[src/rtl/pix_frame_writer.sv]
// Pixel stream to frame RAM writer: s_sof anchors address 0, addresses increment per pixel.
// Optional resync error counter is enabled by defining PIXWR_ERRCNT_EN.
module pix_frame_writer #(
  parameter int unsigned IMG_W = 200,
  parameter int unsigned IMG_H = 200
) (
  input  logic        clkq,
  input  logic        rst_n,
  input  logic        s_valid,
  output logic        s_ready,
  input  logic        s_sof,
  input  logic [5:0]  s_r,
  input  logic [5:0]  s_g,
  input  logic [5:0]  s_b,
  output logic        we,
  output logic [15:0] waddr,
  output logic [5:0]  wd_r,
  output logic [5:0]  wd_g,
  output logic [5:0]  wd_b,
  output logic [15:0] line_cnt,
  output logic        frame_done,
  output logic [7:0]  err_cnt
);

  localparam logic [15:0] LAST_ADDR = 16'(IMG_W * IMG_H - 1);
  localparam logic [15:0] COL_LAST  = 16'(IMG_W - 1);

  typedef enum logic [1:0] {IDLE, WRITE, DONE} state_t;

  state_t      state;
  logic [15:0] col;
  logic [15:0] next_addr;
  logic        accept;

  assign accept    = s_valid & s_ready;
  assign next_addr = waddr + 16'd1;

  always_ff @(posedge clkq or negedge rst_n) begin
    if (!rst_n) begin
      state      <= IDLE;
      s_ready    <= 1'b0;
      we         <= 1'b0;
      waddr      <= '0;
      col        <= '0;
      line_cnt   <= '0;
      wd_r       <= '0;
      wd_g       <= '0;
      wd_b       <= '0;
      frame_done <= 1'b0;
    end else begin
      we         <= 1'b0;
      frame_done <= 1'b0;
      s_ready    <= 1'b1;
      if (state == DONE) begin
        state <= IDLE;
      end else if (accept && (s_sof || state == WRITE)) begin
        we    <= 1'b1;
        wd_r  <= s_r;
        wd_g  <= s_g;
        wd_b  <= s_b;
        state <= WRITE;
        // s_sof takes priority over the final-address check, so a late resync never ends the frame
        if (s_sof) begin
          waddr    <= '0;
          col      <= '0;
          line_cnt <= '0;
        end else begin
          waddr <= next_addr;
          if (col == COL_LAST) begin
            col      <= '0;
            line_cnt <= line_cnt + 16'd1;
          end else begin
            col <= col + 16'd1;
          end
          if (next_addr == LAST_ADDR) begin
            frame_done <= 1'b1;
            s_ready    <= 1'b0;
            state      <= DONE;
          end
        end
      end
    end
  end

`ifdef PIXWR_ERRCNT_EN
  logic resync;
  assign resync = accept & s_sof & (state == WRITE);

  always_ff @(posedge clkq or negedge rst_n) begin
    if (!rst_n) begin
      err_cnt <= '0;
    end else if (resync && err_cnt != '1) begin
      err_cnt <= err_cnt + 8'd1;
    end
  end
`else
  assign err_cnt = '0;
`endif

endmodule

[config.mk]
export PLATFORM = sky130hd
export DESIGN_NAME = pix_frame_writer
export DESIGN_NICKNAME = d
export VERILOG_FILES = /design/src/rtl/pix_frame_writer.sv
export SDC_FILE = /design/constraint.sdc
export NUM_CORES = 1
export LEC_CHECK = 0
export ABC_AREA = 1
export BUFFER_PORTS_ARGS = -buffer_cell sky130_fd_sc_hd__buf_2
export CORE_MARGIN = 2
export CORE_UTILIZATION = 59
export CTS_CLUSTER_DIAMETER = 30
export DETAILED_ROUTE_END_ITERATION = 7
export PLACE_DENSITY = 0.91
export SETUP_SLACK_MARGIN = 0.2
export SLEW_MARGIN = 20
export SYNTH_ARGS = -nofsm -noshare
export SYNTH_HDL_FRONTEND = slang
export SYNTH_SLANG_ARGS = --single-unit
[constraint.sdc]
create_clock -name clkq -period 3.2 [get_ports clkq]
set_input_delay 0.32 -clock clkq [delete_from_list [all_inputs] [get_ports clkq]]
set_output_delay 0.32 -clock clkq [all_outputs]
set_load 0.02 [all_outputs]
# [Yosys cells after proc, flatten, opt, wreduce, memory -nomap -nowiden]
# Index checks and enable logic that the tools add are counted.
[word_totals] reg_bits=71 in_bits=22 out_inout_bits=61 word_cells=44
[classes] n_addsub=3 eq_ne=4 n_mux=19 bitwise=2 reduce_logical=6
[ops] cell="2-to-1 mux 16 bit" n=5
[ops] cell="adder 16 x 1 -> 16 bit, second input constant" n=3
[ops] cell="== test 16 bit, second input constant" n=1
[ops] cell="== test 16 x 8 -> 1 bit, second input constant" n=1
[ops] cell="2-to-1 mux 1 bit" n=10
[ops] cell="2-to-1 mux 2 bit" n=4
[ops] cell="nonzero test 2 bit" n=2
[ops] cell="AND reduction 3 bit" n=1
[ops] cell="== test 2 x 1 -> 1 bit, second input constant" n=1
[ops] cell="== test 2 bit, second input constant" n=1
[ops] cell="AND reduction 2 bit" n=1
[ops] cell="bitwise AND 1 bit" n=1
[ops] cell="logical AND 1 bit" n=1
[ops] cell="logical OR 1 bit" n=1
[ops] cell="inverter 1 bit" n=1

# [Longest topological paths before layout]
[logic_depth] word_depth=6 ltp_mapped=11 depth_no_buf=11

# [Worst setup path after synthesis]
# Ideal clock, no wire load.
[synth_timing] path_kind="flip-flop to flip-flop" start="register waddr[1]" end="register state[0]" setup_time_ps=116 arrival_time_ps=1613 setup_slack_ps=1470 path_stages_with_launch=11 n_path_buf=0 synth_period_minus_slack_ps=1730 cell_sequence="dfrtp_1 > ha_1 > nand3_2 > nor2_4 > nand2_1 > nand2_1 > nand3_1 > nor2_2 > nand3_1 > nand2_1 > nand2_1"
[synth_via] elab_chain_len=6
[synth_rtl] element="start, declared" line_no="16" source="output logic [15:0] waddr,"
[synth_rtl] element="start signal, assigned" line_no="68" source="waddr <= next_addr;"
[synth_rtl] element="adder 16 x 1 -> 16 bit" line_no="36" source="assign next_addr = waddr + 16'd1;"
[synth_rtl] element="== test 16 bit" line_no="75" source="if (next_addr == LAST_ADDR) begin"
[synth_rtl] element="2-to-1 mux 2 bit" line_no="75"
[synth_rtl] element="2-to-1 mux 2 bit" line_no="63" source="if (s_sof) begin"
[synth_rtl] element="2-to-1 mux 2 bit" line_no="56" source="end else if (accept && (s_sof || state == WRITE)) begin"
[synth_rtl] element="2-to-1 mux 2 bit" line_no="54" source="if (state == DONE) begin"
[synth_rtl] element="end signal, assigned" line_no="55" source="state <= IDLE;"
[synth_rtl] element="end signal, assigned" line_no="61" source="state <= WRITE;"
[synth_rtl] element="end signal, assigned" line_no="78" source="state <= DONE;"
[synth_rtl] element="end, declared" line_no="30" source="state_t state;"
# Every way passes these cells. The select of a mux whose other input is x is not followed.
# A chain may end at the register's enable or synchronous reset.

# [Worst setup path after layout]
[layout_timing] start="register col[0]" end="register col[7]"
[layout_via] elab_chain_len=3 elab_cells_between_ends=4 classes_between="add/sub: 1; eq/ne: 1; mux: 2"
[layout_rtl] element="start, declared" line_no="31" source="logic [15:0] col;"
[layout_rtl] element="start signal, assigned" line_no="73" source="col <= col + 16'd1;"
[layout_rtl] element="adder 16 x 1 -> 16 bit / == test 16 x 8 -> 1 bit (equally long branches)" line_no="73, 69"
[layout_rtl] element="2-to-1 mux 16 bit *" line_no="69" source="if (col == COL_LAST) begin"
[layout_rtl] element="2-to-1 mux 16 bit *" line_no="63"
# Mark *: on every way between the ends. The rest lies on a longest branch, timed or not.

==> summary.md <==
| Metric | Value |
|---|---|
| Pwr/cell area | `450 nW/µm²` |
| Initial core utilization | `61.2%` |
| IO Port Bufs | `74` |
| Seq pwr share | `51.3%` |
| Min Clock Period, post-route | `1.99 ns` |
| CTS tree | `yes` |
| # hold bufs at CTS | `0` |
| Worst Setup SP | `col[0]` |
| FF-to-FF setup slack | `1.21 ns` |
| Worst Tran Pin Value | `0.698 ns` |
| Synth Warn # | `0` |
| Syn Inst Count | `504` |
| Hold/Removal Path Class | `in -> async` |
| Final Hold Fails | `0` |
| First-pass GRT wire length | `14,600 µm` |
| Mapped Area | `3880 µm²` |
| Worst r2r src | `col[0]` |
| Unrepaired setup endpoints after global routing | `no` |
| Gate power share | `15.9%` |
| Clk sinks | `71` |
| Row count | `29` |
| WS Path Type | `reg -> reg` |
| Gpl congestion | `0.957` |
| Psw | `621 µW` |
| Post-Route Setup TNS | `0 ns` |
| GRT overflow | `0` |
| Initial antenna violation count | `0` |
| CTS root buf | `clkbuf_8` |
| Placed Cells | `643` |
| Data required time of the critical path | `3.47 ns` |
| Layout cells sized above 1 | `21.1%` |
| Final Non-Filler Cells | `659` |
| Die area | `7250 µm²` |
| Via/cell ratio | `5.43` |
| Core Region | `6350 µm²` |
| Max cap viols | `0` |
| Filler cell count | `516` |
| Largest net degree at the start of global routing | `39` |
| Clock Skews | `0.0111 ns` |
| Post-route ant nets | `0` |
| Hold WS | `0.0151 ns` |
| Sequential share of the synthesized area | `45.7%` |
| Clock buffer depth | `2` |
| Die height | `85.1 µm` |
| Crit end category | `register` |
| Outcome | `finished clean` |
| Dpl hpwl | `6120 µm` |
| FF-to-FF End | `col[7]` |
| R2R depth | `8` |
| Vias | `3,578` |
| Switching share of power | `31.1%` |
| # setup viols final | `0` |
| Worst slew margin | `53.5%` |
| Wirelength per Cell | `13.0 µm` |
| Final nets | `603` |
| FF+latch count, synth | `71` |
| Final Cycle Share | `62.3%` |
| # resized after CTS | `0` |
| Leakage | `2.23 nW` |
| Area Overhead vs Synth | `14.5%` |
| Syn_area_per_cell | `7.71 µm²` |
| CP Launch Type | `register` |
| Router iterations before antenna repair | `5` |
| Number of buffers created by CTS | `9` |
| Pint | `1.38 mW` |
| Yosys cell types | `35` |
| H-tree levels | `3` |
| All-Layer GR Usage | `24.9%` |
| Crit path max fanout | `31` |
| Antenna Diode Count | `0` |
| Clock power share | `32.8%` |
| # DRC | `0` |
| Insertion delay to the later sink of the worst-skew pair | `0.35 ns` |
| Max Transition Viols Final | `0` |
| Ports | `83` |
| Achievable Freq | `0.501 GHz` |
| Max IR drop VDD | `0.000397 V` |
| Die width | `85.1 µm` |
| Vias in the first global route | `3,218` |
| Critical path data arrival time | `2.26 ns` |
| Reg clk slew, reported paths | `0.07 ns` |
| Postcts setup bufs | `0` |
| Final wirelength | `8550 µm` |
| Drt initial violations | `223` |
-- worst max path at each step --
stage                     cells after the start        to
after floorplan                              10  state[0]
after global placement                       10   col[10]
after detailed placement                      9   col[12]
after CTS                                     8    col[7]
after global routing                          8    col[7]
final                                         8    col[7]
-- layout by cell type (no fill, tap or decap), types with 11 or more instances in the layout --
cell type,count
clkbuf_8,11
nand3_1,37
dfrtp_1,71
nor3_1,18
o21ai_0,28
nand2_1,166
xor2_1,11
inv_1,46
nand4_1,13
nor2_1,29
buf_2,74
-- cells in the mapped netlist --
cell / count / area share, %
a21oi_1: 8 / 1.0
a21oi_4: 1 / 0.42
a31oi_1: 2 / 0.32
and2_1: 1 / 0.16
buf_2: 8 / 1.0
buf_4: 10 / 1.9
buf_6: 1 / 0.29
clkbuf_1: 3 / 0.29
conb_1: 1 / 0.097
dfrtp_1: 71 / 46
ha_1: 4 / 1.3
inv_1: 46 / 4.4
inv_2: 2 / 0.19
nand2_1: 166 / 16
nand2_2: 3 / 0.48
nand2_4: 2 / 0.58
nand3_1: 37 / 4.8
nand3_2: 2 / 0.52
nand4_1: 13 / 2.1
nand4_2: 1 / 0.32
nor2_1: 29 / 2.8
nor2_2: 4 / 0.64
nor2_4: 5 / 1.4
nor3_1: 18 / 2.3
nor3_2: 1 / 0.26
nor3b_1: 2 / 0.39
nor4_1: 1 / 0.16
o21ai_0: 28 / 3.6
o21ai_1: 3 / 0.39
o21ai_2: 2 / 0.45
o21bai_1: 1 / 0.19
o22ai_1: 7 / 1.1
o31ai_1: 3 / 0.58
or2_2: 7 / 1.1
xor2_1: 11 / 2.5
-- per-layer routing --
layer  track usage (%)  vias to the layer above  share of wire, %
met1              33.5                     1677                44
met3              5.25                       17               5.7
met5                 0                        -                 0
met4              9.24                        0               1.9
met2              39.8                      121                49
li1                  -                     1763                 -
-- registers in the layout, summed over array words and instances, names as in the netlist, 2 cells and up --
name      cells
col          16
line_cnt     16
waddr        16
wd_b          6
wd_g          6
wd_r          6
state         2
-- per-stage QoR --
step / utilization [%] / power, mW / area (µm²) / setup slack [ns]
after detailed placement: 67.1 / 1.36 / 4260 / 1.00
final: 70.0 / 2.00 / 4450 / 1.21
after floorplan: - / 1.25 / 3910 / 1.47
after global placement: 67.1 / 1.34 / 4260 / 1.09
after global routing: 70.0 / 2.10 / 4450 / 0.969
after CTS: 70.0 / 2.01 / 4450 / 1.22
-- cells by family (layout without fill, tap and decap cells) --
group	after synthesis	in the layout	share of synthesized area (%)
DFF	71	71	45.7
and+or+nand+nor	292	292	34.1
other	1	8	0.0965
AOI/OAI and AO/OA	55	55	8.12
buffers and inverters	70	141	8.18
xor gates and xnor gates	11	11	2.48
adders and majority gates	4	4	1.29
-- power by group through the flow --
stage	clock network, mW	logic [mW]	registers (mW)
after floorplan	0	0.160	1.09
after global placement	0	0.307	1.04
after detailed placement	0	0.321	1.04
after CTS	0.664	0.323	1.02
after global routing	0.708	0.355	1.03
final	0.655	0.319	1.03
-- worst max-delay path, stage by stage, from the launching register on --
cell and delay (ns):
dfrtp_1 0.41, ha_1 0.21, inv_1 0.15, nor3_1 0.07
nand3_1 0.16, nand2_1 0.09, nand2_2 0.41, o21ai_0 0.24
a21oi_1 0.18
-- cell type report --
cell class | count | area [µm²] | share of cell area (%)
clock buffers | 11 | 151 | 3.40
clock inverters | 5 | 32.5 | 0.732
inverters | 48 | 180 | 4.05
multi-input cells | 370 | 1820 | 40.9
flip-flops and latches | 71 | 1780 | 40.0
well taps | 77 | 96.3 | 2.17
repair buffers | 77 | 393 | 8.84
Power figures use the tool's default switching activity.
